==> src/rtl/neuron_argmax_if.sv <==
// Handshake bundle between the dot-product engine, the argmax stage and the readout logic.
// Optional max_score signal present when NEURON_ARGMAX_SCORE_OUT_EN is defined.
interface neuron_argmax_if #(
  parameter int unsigned VAL_SIZE = 26,
`ifdef NEURON_ARGMAX_SCORE_OUT_EN
  parameter int unsigned ACC_SIZE = 28,
`endif
  parameter int unsigned IDX_SIZE = 4
) ();
  logic                start;
  logic [VAL_SIZE-1:0] value;
  logic                value_valid;
  logic                busy;
  logic [IDX_SIZE-1:0] class_out;
  logic                class_valid;
`ifdef NEURON_ARGMAX_SCORE_OUT_EN
  logic [ACC_SIZE-1:0] max_score;

  modport master (output start, value, value_valid,
                  input  busy, class_out, class_valid, max_score);
  modport slave  (input  start, value, value_valid,
                  output busy, class_out, class_valid, max_score);
`else
  modport master (output start, value, value_valid,
                  input  busy, class_out, class_valid);
  modport slave  (input  start, value, value_valid,
                  output busy, class_out, class_valid);
`endif
endinterface

==> src/rtl/neuron_argmax.sv <==
// Sums CHUNKS partials per neuron with saturation and reports the argmax class once per image.
// Define NEURON_ARGMAX_SCORE_OUT_EN to also export the winning score on max_score.
module neuron_argmax #(
  parameter int unsigned NEURONS  = 10,
  parameter int unsigned CHUNKS   = 4,
  parameter int unsigned VAL_SIZE = 26,
  parameter int unsigned ACC_SIZE = 28,
  parameter int unsigned IDX_SIZE = 4
) (
  input logic            clk,
  input logic            GlobalReset,
  neuron_argmax_if.slave bus
);

  localparam int unsigned CntW = (CHUNKS > 1) ? $clog2(CHUNKS) : 1;
  localparam logic signed [ACC_SIZE-1:0] AccMin = {1'b1, {(ACC_SIZE-1){1'b0}}};
  localparam logic signed [ACC_SIZE-1:0] AccMax = {1'b0, {(ACC_SIZE-1){1'b1}}};

  typedef enum logic [1:0] {StIdle, StAccum, StDone} state_e;

  state_e                     state_q, state_d;
  logic signed [ACC_SIZE-1:0] acc_q, acc_d;
  logic [CntW-1:0]            chunk_q, chunk_d;
  logic [IDX_SIZE-1:0]        neuron_q, neuron_d;
  logic signed [ACC_SIZE-1:0] max_q, max_d;
  logic [IDX_SIZE-1:0]        max_idx_q, max_idx_d;
  logic [IDX_SIZE-1:0]        class_q, class_d;
`ifdef NEURON_ARGMAX_SCORE_OUT_EN
  logic [ACC_SIZE-1:0]        score_q, score_d;
`endif

  logic signed [ACC_SIZE:0]   sum_wide;
  logic signed [ACC_SIZE-1:0] sum_sat;
  logic                       last_chunk, last_neuron, better;

  // One guard bit is enough to detect overflow of a single add.
  always_comb begin
    sum_wide = {acc_q[ACC_SIZE-1], acc_q}
             + {{(ACC_SIZE+1-VAL_SIZE){bus.value[VAL_SIZE-1]}}, bus.value};
    if (sum_wide[ACC_SIZE] != sum_wide[ACC_SIZE-1]) begin
      sum_sat = sum_wide[ACC_SIZE] ? AccMin : AccMax;
    end else begin
      sum_sat = sum_wide[ACC_SIZE-1:0];
    end
  end

  assign last_chunk  = (chunk_q == CntW'(CHUNKS - 1));
  assign last_neuron = (neuron_q == IDX_SIZE'(NEURONS - 1));
  assign better      = (sum_sat > max_q);

  always_comb begin
    state_d   = state_q;
    acc_d     = acc_q;
    chunk_d   = chunk_q;
    neuron_d  = neuron_q;
    max_d     = max_q;
    max_idx_d = max_idx_q;
    class_d   = class_q;
`ifdef NEURON_ARGMAX_SCORE_OUT_EN
    score_d   = score_q;
`endif
    // start restarts from any state; DONE still pulses class_valid this cycle.
    if (bus.start) begin
      state_d   = StAccum;
      acc_d     = '0;
      chunk_d   = '0;
      neuron_d  = '0;
      max_d     = AccMin;
      max_idx_d = '0;
    end else begin
      unique case (state_q)
        StIdle: ;
        StAccum: begin
          if (bus.value_valid) begin
            if (last_chunk) begin
              acc_d    = '0;
              chunk_d  = '0;
              neuron_d = neuron_q + 1'b1;
              if (better) begin
                max_d     = sum_sat;
                max_idx_d = neuron_q;
              end
              if (last_neuron) begin
                state_d  = StDone;
                neuron_d = '0;
                class_d  = better ? neuron_q : max_idx_q;
`ifdef NEURON_ARGMAX_SCORE_OUT_EN
                score_d  = better ? sum_sat : max_q;
`endif
              end
            end else begin
              acc_d   = sum_sat;
              chunk_d = chunk_q + 1'b1;
            end
          end
        end
        StDone:  state_d = StIdle;
        default: state_d = StIdle;
      endcase
    end
  end

  always_ff @(posedge clk or negedge GlobalReset) begin
    if (!GlobalReset) begin
      state_q   <= StIdle;
      acc_q     <= '0;
      chunk_q   <= '0;
      neuron_q  <= '0;
      max_q     <= '0;
      max_idx_q <= '0;
      class_q   <= '0;
`ifdef NEURON_ARGMAX_SCORE_OUT_EN
      score_q   <= '0;
`endif
    end else begin
      state_q   <= state_d;
      acc_q     <= acc_d;
      chunk_q   <= chunk_d;
      neuron_q  <= neuron_d;
      max_q     <= max_d;
      max_idx_q <= max_idx_d;
      class_q   <= class_d;
`ifdef NEURON_ARGMAX_SCORE_OUT_EN
      score_q   <= score_d;
`endif
    end
  end

  assign bus.busy        = (state_q == StAccum);
  assign bus.class_valid = (state_q == StDone);
  assign bus.class_out   = class_q;
`ifdef NEURON_ARGMAX_SCORE_OUT_EN
  assign bus.max_score   = score_q;
`endif

endmodule

==> src/flat_wrapper.sv <==
// flat-port wrapper written by rule: the top's interface ports become plain ports
module neuron_argmax_flat 
#(
  parameter int unsigned NEURONS  = 10,
  parameter int unsigned CHUNKS   = 4,
  parameter int unsigned VAL_SIZE = 26,
  parameter int unsigned ACC_SIZE = 28,
  parameter int unsigned IDX_SIZE = 4
)
  (clk, GlobalReset, bus_start, bus_value, bus_value_valid, bus_busy, bus_class_out, bus_class_valid);
  neuron_argmax_if #(.VAL_SIZE(VAL_SIZE), .IDX_SIZE(IDX_SIZE)) bus_i ();
  input logic clk;
  input logic GlobalReset;
  input wire logic [$bits(bus_i.start)-1:0] bus_start;
  input wire logic [$bits(bus_i.value)-1:0] bus_value;
  input wire logic [$bits(bus_i.value_valid)-1:0] bus_value_valid;
  output wire logic [$bits(bus_i.busy)-1:0] bus_busy;
  output wire logic [$bits(bus_i.class_out)-1:0] bus_class_out;
  output wire logic [$bits(bus_i.class_valid)-1:0] bus_class_valid;
  assign bus_i.start = bus_start;
  assign bus_i.value = bus_value;
  assign bus_i.value_valid = bus_value_valid;
  assign bus_busy = bus_i.busy;
  assign bus_class_out = bus_i.class_out;
  assign bus_class_valid = bus_i.class_valid;
  neuron_argmax #(.NEURONS(NEURONS), .CHUNKS(CHUNKS), .VAL_SIZE(VAL_SIZE), .ACC_SIZE(ACC_SIZE), .IDX_SIZE(IDX_SIZE)) u_core (.clk(clk), .GlobalReset(GlobalReset), .bus(bus_i));
endmodule
==> config.mk <==
export PLATFORM = sky130hd
export DESIGN_NAME = neuron_argmax_flat
export DESIGN_NICKNAME = d
export VERILOG_FILES = /design/src/rtl/neuron_argmax_if.sv /design/src/rtl/neuron_argmax.sv /design/src/flat_wrapper.sv
export SDC_FILE = /design/constraint.sdc
export NUM_CORES = 1
export LEC_CHECK = 0
export ABC_AREA = 1
export ABC_CLOCK_PERIOD_IN_PS = 13710
export CAP_MARGIN = 20
export CORE_UTILIZATION = 50
export DETAILED_ROUTE_END_ITERATION = 8
export PLACE_DENSITY_LB_ADDON = 0.3
export RECOVER_POWER = 25
export SYNTH_ARGS = -nofsm -noshare
export SYNTH_HDL_FRONTEND = slang
export SYNTH_SLANG_ARGS = --single-unit
==> constraint.sdc <==
create_clock -name clk -period 13.71 [get_ports clk]
set_input_delay 2.0565 -clock clk [delete_from_list [all_inputs] [get_ports clk]]
set_output_delay 2.0565 -clock clk [all_outputs]
set_load 0.01 [all_outputs]
== Word level (Yosys, flattened, before mapping) ==
Cells that the tools add are included.

* Register bits: 72
* Bits of input ports: 30
* Output and inout port bits: 6
* Logic and storage cells: 61

* $add $sub $neg: 3
* $lt $le $gt $ge: 1
* Equality and inequality tests: 9
* Muxes and demuxes: 30
* Bitwise operators: 1
* Reductions and logical operators: 10

{| class="wikitable"
|+ Operators by type and width
! cell !! count
|-
| 2-to-1 mux 28 bit || 11
|-
| 2-to-1 mux 4 bit || 10
|-
| adder 28 x 26 -> 29 bit || 1
|-
| > comparator 28 bit || 1
|-
| 2-to-1 mux 2 bit || 8
|-
| AND reduction 4 bit || 2
|-
| nonzero test 2 bit || 4
|-
| != test 3 x 2 -> 1 bit, second input constant || 2
|-
| AND reduction 5 bit || 1
|-
| adder 4 x 1 -> 4 bit, second input constant || 1
|-
| equality test 2 bit, second input constant || 2
|-
| equality test 4 bit, second input constant || 1
|-
| one-hot mux 2 bit (2 select lines) || 1
|-
| != test 3 bit, second input constant || 1
|-
| AND reduction 3 bit || 1
|-
| adder 2 x 1 -> 2 bit, second input constant || 1
|-
| equality test 2 x 1 -> 1 bit, second input constant || 1
|-
| logical NOT 2 bit || 1
|-
| != test 2 bit, second input constant || 1
|-
| AND reduction 2 bit || 1
|-
| != test 1 bit || 1
|-
| inverter 1 bit || 1
|}

== Depth between registers and ports, before layout ==
* Depth in word-level cells: 9
* Mapped depth: 37

== Worst setup path before layout ==
OpenSTA, ideal clock, no wires.

* Path kind: input to register
* Start: input bus_value[2]
* End: register u_core.max_q[17]
* Arrival: 6.017 ns
* Slack: 7.577 ns
* Stages on the path: 36
* Path buffers: 3
* Cells stage by stage: ha_1 or2_1 nand3b_1 nand2_1 nand2_1 nand2_1 nand2_1 nand2_1 nand2_1 nand3b_1 or2_1 nand2_1 inv_1 ha_1 clkinv_1 clkbuf_1 nand3_1 nand2_2 inv_1 ha_1 nand2_2 inv_1 nand2_1 nand2_1 nand2_1 nand2_1 a21oi_1 nand2_1 nand2_2 nand3_4 nand2_2 nand2_2 buf_6 buf_12 nand2_2 nand2_1

* Word-level cells in the longest chain between the ends: 8
* Elaborated cells on any way between the ends: 12
* Those cells by class: add/sub: 1; order compare: 1; eq/ne: 1; mux: 7; reduce/logical: 2

{| class="wikitable"
|+ Ends and longest elaborated chain
! element !! line !! RTL
|-
| start: declaration || flat_wrapper.sv:15 || <nowiki>input wire logic [$bits(bus_i.value)-1:0] bus_value;</nowiki>
|-
| adder 28 x 26 -> 29 bit * || neuron_argmax.sv:39 || <nowiki>+ {{(ACC_SIZE+1-VAL_SIZE){bus.value[VAL_SIZE-1]}}, bus.value};</nowiki>
|-
| 2-to-1 mux 28 bit / != test 1 bit (equally long branches) || neuron_argmax.sv:41, neuron_argmax.sv:40 ||
|-
| 2-to-1 mux 28 bit * || neuron_argmax.sv:40 || <nowiki>if (sum_wide[ACC_SIZE] != sum_wide[ACC_SIZE-1]) begin</nowiki>
|-
| parallel branches: the longest is 5 deep, another holds > comparator 28 bit || - ||
|-
| end signal: assignment || neuron_argmax.sv:120 || <nowiki>max_q <= max_d;</nowiki>
|-
| end: declaration || neuron_argmax.sv:25 || <nowiki>logic signed [ACC_SIZE-1:0] max_q, max_d;</nowiki>
|}

Mark *: on every way between the ends. The select of a mux whose other input is x is not followed.
A chain may end at the register's enable or synchronous reset.

== Final worst setup path ==
* Start: input bus_value[2]
* End: register u_core.max_q[8]

The elaborated chain is that of the path after synthesis.

==> reports/qor_table.md <==
| Metric | This run |
|---|---|
| Worst-Margin Slew | 4.01 ns |
| Top post-synthesis cells by area | dfrtp_1 29%, nand2_1 19%, ha_1 12% |
| Worst-case vdd ir drop | 0.205 mV |
| Largest net degree at the start of global routing | 73 |
| Starting density of the core | 51.5% |
| Number of fill cells in the layout | 1198 |
| Failing checks | max-capacitance violations, max-slew violations |
| Gate Count Post-Synth | 950 |
| Total of warnings raised by yosys | 0 |
| Peak per-stage delay on the critical path | 0.63 ns |
| Residual overflow from global routing | 0 |
| Worst-Skew Late Latency | 0.35 ns |
| LEAKAGE | 3.88 nW |
| Worst Path Arrival | 7.90 ns |
| CTS tree | done |
| Fraction of layout instances using a drive strength above 1 | 8.03% |
| CTS H-tree lvls | 3 |
| Status | finished, violations left |
| Power Dens Cells | 273 nW/µm² |
| Placed standard-cell area | 6620 µm² |
| First-pass GRT wire length | 25900 µm |
| Number of antenna-violating nets in the routed design | 0 |
| Total clock sinks | 72 |
| Element type at the critical path start | input pin |
| Mean routed wirelength per cell | 13.4 µm |
| Clock tree buffer depth | 2 |
| Finished layout cell area | 6920 µm² |
| Multi-input logic area | 3630 µm² |
| Core Box Area | 12100 µm² |
| Number of max-cap violations | 1 |
| Half-perimeter wire length after detailed placement | 11400 µm |
| Final hold viol count | 0 |
| Number of synthesized register bits | 72 |
| Final setup violation count | 0 |
| Sequential fraction of the synthesis area | 29.0% |
| Number of gates resized after cts | 0 |
| Share of Yosys cell area claimed by the top area cell type | 29.0% |
| Total routing usage reported by global routing | 25.9% |
| Detailed-route wire length | 15400 µm |
| Worst path slowest cell | a21oi_4 |
| Via Count | 5804 |
| Critical path required time | 14.00 ns |
| Distinct cell type count of the synthesized netlist | 40 |
| Area of all sequential standard cells | 1800 µm² |
| Net count reported at finish | 1071 |
| Mean cell area of the mapped netlist | 6.53 µm² |
| Rows | 40 |
| Flip-flop cell with the highest count after synthesis | dfrtp_1 |
| Post-synthesis to final-layout area growth | 11.5% |
| DRC | 0 |
| Crit path capture type | flip-flop |
| Timing-limited maximum frequency | 131 MHz |
| Final worst clock skew | 0.00670 ns |
| Number of iterations in the first detailed-routing pass | 6 |
| Worst Setup Path Type | in -> reg |
| DRC marker count from the first detailed-route iteration | 378 |
| Final worst hold slack | 0.475 ns |
| Mapped cell area | 6210 µm² |
| Design Power | 0.00189 W |
| Clk Tree Root Cell | clkbuf_16 |
| Antenna violations before repair | 0 |
| Total of hold buffers inserted after clock tree synthesis | 0 |
| Largest area contributor in the synthesized netlist | dfrtp_1 |
| Final TNS setup | 0 ns |
| Largest fanout on the critical path | 27 |
| Num ports | 36 |
| Number of global-route vias before repair | 5487 |
| Number of synthesized flops with an enable pin | 0 |
| Post-synth net total | 1042 |
| Reg clk slew, reported paths | 0.06 ns |
| Die area | 12900 µm² |
| Unrepaired setup endpoints after global routing | false |
| Classification of the worst-slack hold path | reg -> reg |
| Worst-case headroom to the max-slew limit | -167% |
| Uppermost metal layer occupied by signal nets | met4 |
| Final RePlAce weighted congestion | 0.972 |
| R2R Setup Slk | 7.84 ns |
| Horizontal extent of the die | 113 µm |
| CTS Buf Count | 9 |
| Routed length on met1 | 7300 µm |
| WL met2 | 7000 µm |
| Met3 layer wire length in the routed design | 794 µm |
| Dominant cell type by count on the critical path | nand2_1 |
| Vias per cell | 5.04 |
| Count of antenna diodes in the layout | 0 |
| Max-slew violation count | 73 |
| Post-layout min period | 7.61 ns |
| Period Utilization, post-route | 55.5% |
| Post-CTS setup-driven buffer insertion count | 0 |
| Die Y | 113 µm |
| Number of buffers inserted by port buffering | 35 |
| Share of async-settable or async-resettable flops after synthesis | 100% |
==> cells by family after synthesis <==
family	synth area share, %
simple gates	36.5
buf+inv	12.5
compound gates	9.29
fa+ha+maj	12.6
xor+xnor	0.141
flops	29.0
==> cell usage after synthesis, types with 6 or more instances <==
master	instances
nand2_1	318
inv_1	158
nor2_1	83
dfrtp_1	72
ha_1	61
nand3_1	47
a21oi_1	45
nand2_2	40
o21ai_0	23
o21ai_1	21
nand4_1	8
clkbuf_1	7
buf_6	6
inv_2	6
nor2_2	6
o21bai_1	6
==> critical path: cells and delay by family <==
| family | cells | cell delay [ns] |
|---|---|---|
| AO/OA/AOI/OAI | 2 | 0.81 |
| adder cells (fa/ha/maj) | 3 | 1.16 |
| buffers and inverters | 5 | 1.18 |
| AND/OR/NAND/NOR | 23 | 2.68 |
==> final timing paths <==
path                                   from          endpoint  cells after the start
setup reg to reg           u_core.acc_q[16]   u_core.max_q[8]                     30
min in group asynchronous       GlobalReset   u_core.max_q[5]                      1
hold / removal              u_core.max_q[4]   u_core.max_q[4]                      2
setup / recovery               bus_value[2]   u_core.max_q[8]                     33
hold reg to reg             u_core.max_q[4]   u_core.max_q[4]                      2
max in group asynchronous       GlobalReset  u_core.acc_q[18]                      1
==> sequential cells by signal, indices dropped and copies added (netlist names) <==
register,count
u_core.acc_q,28
u_core.bus.class_out,4
u_core.chunk_q,2
u_core.max_idx_q,4
u_core.max_q,28
u_core.neuron_q,4
u_core.state_q,2
==> through the flow <==
| step | std cells | util, % | worst slack [ns] |
|---|---|---|---|
| global placement | 1136 | 54.9 | 5.94 |
| global route | 1152 | 57.4 | 5.48 |
| CTS | 1152 | 57.4 | 6.07 |
| floorplan | 950 | - | 7.58 |
| detailed placement | 1136 | 54.9 | 5.80 |
| finish | 1152 | 57.4 | 6.10 |
==> cell usage in the layout, fill, tap and decap left out, types with 2 or more instances in the layout <==
cell,instances
nand2_1,318
inv_1,158
nor2_1,83
dfrtp_1,72
ha_1,61
nand3_1,47
a21oi_1,45
nand2_2,40
clkdlybuf4s50_1,34
o21ai_0,23
o21ai_1,21
clkbuf_16,9
nand4_1,8
o21bai_1,6
inv_2,6
nor2_2,6
nor3_1,4
and2_1,4
a21o_1,4
o22ai_1,4
nand3b_1,3
or2_2,3
or2_1,2
clkinvlp_4,2
==> cell type report <==
class | instances | share of cell area, %
Clock buffer | 10 | 3.45
Inverter | 165 | 8.95
Tap cell | 168 | 3.04
Timing Repair Buffer | 36 | 5.08
Clock inverter | 6 | 0.976
Multi-Input combinational cell | 695 | 52.5
Sequential cell | 72 | 26.0
==> metal layers <==
layer	global-route usage, %	vias to the layer above
li1	-	3005
met1	35.0	2614
met2	42.3	157
met3	4.41	28
met4	8.07	0
met5	0	-
==> power by group <==
group	internal [W]	switching (W)
Combinational	0.000453	0.000862
Clock	0.000146	0.000100
Sequential	0.000286	0.0000437
Total	0.000885	0.00101
Power figures use the tool's default switching activity.
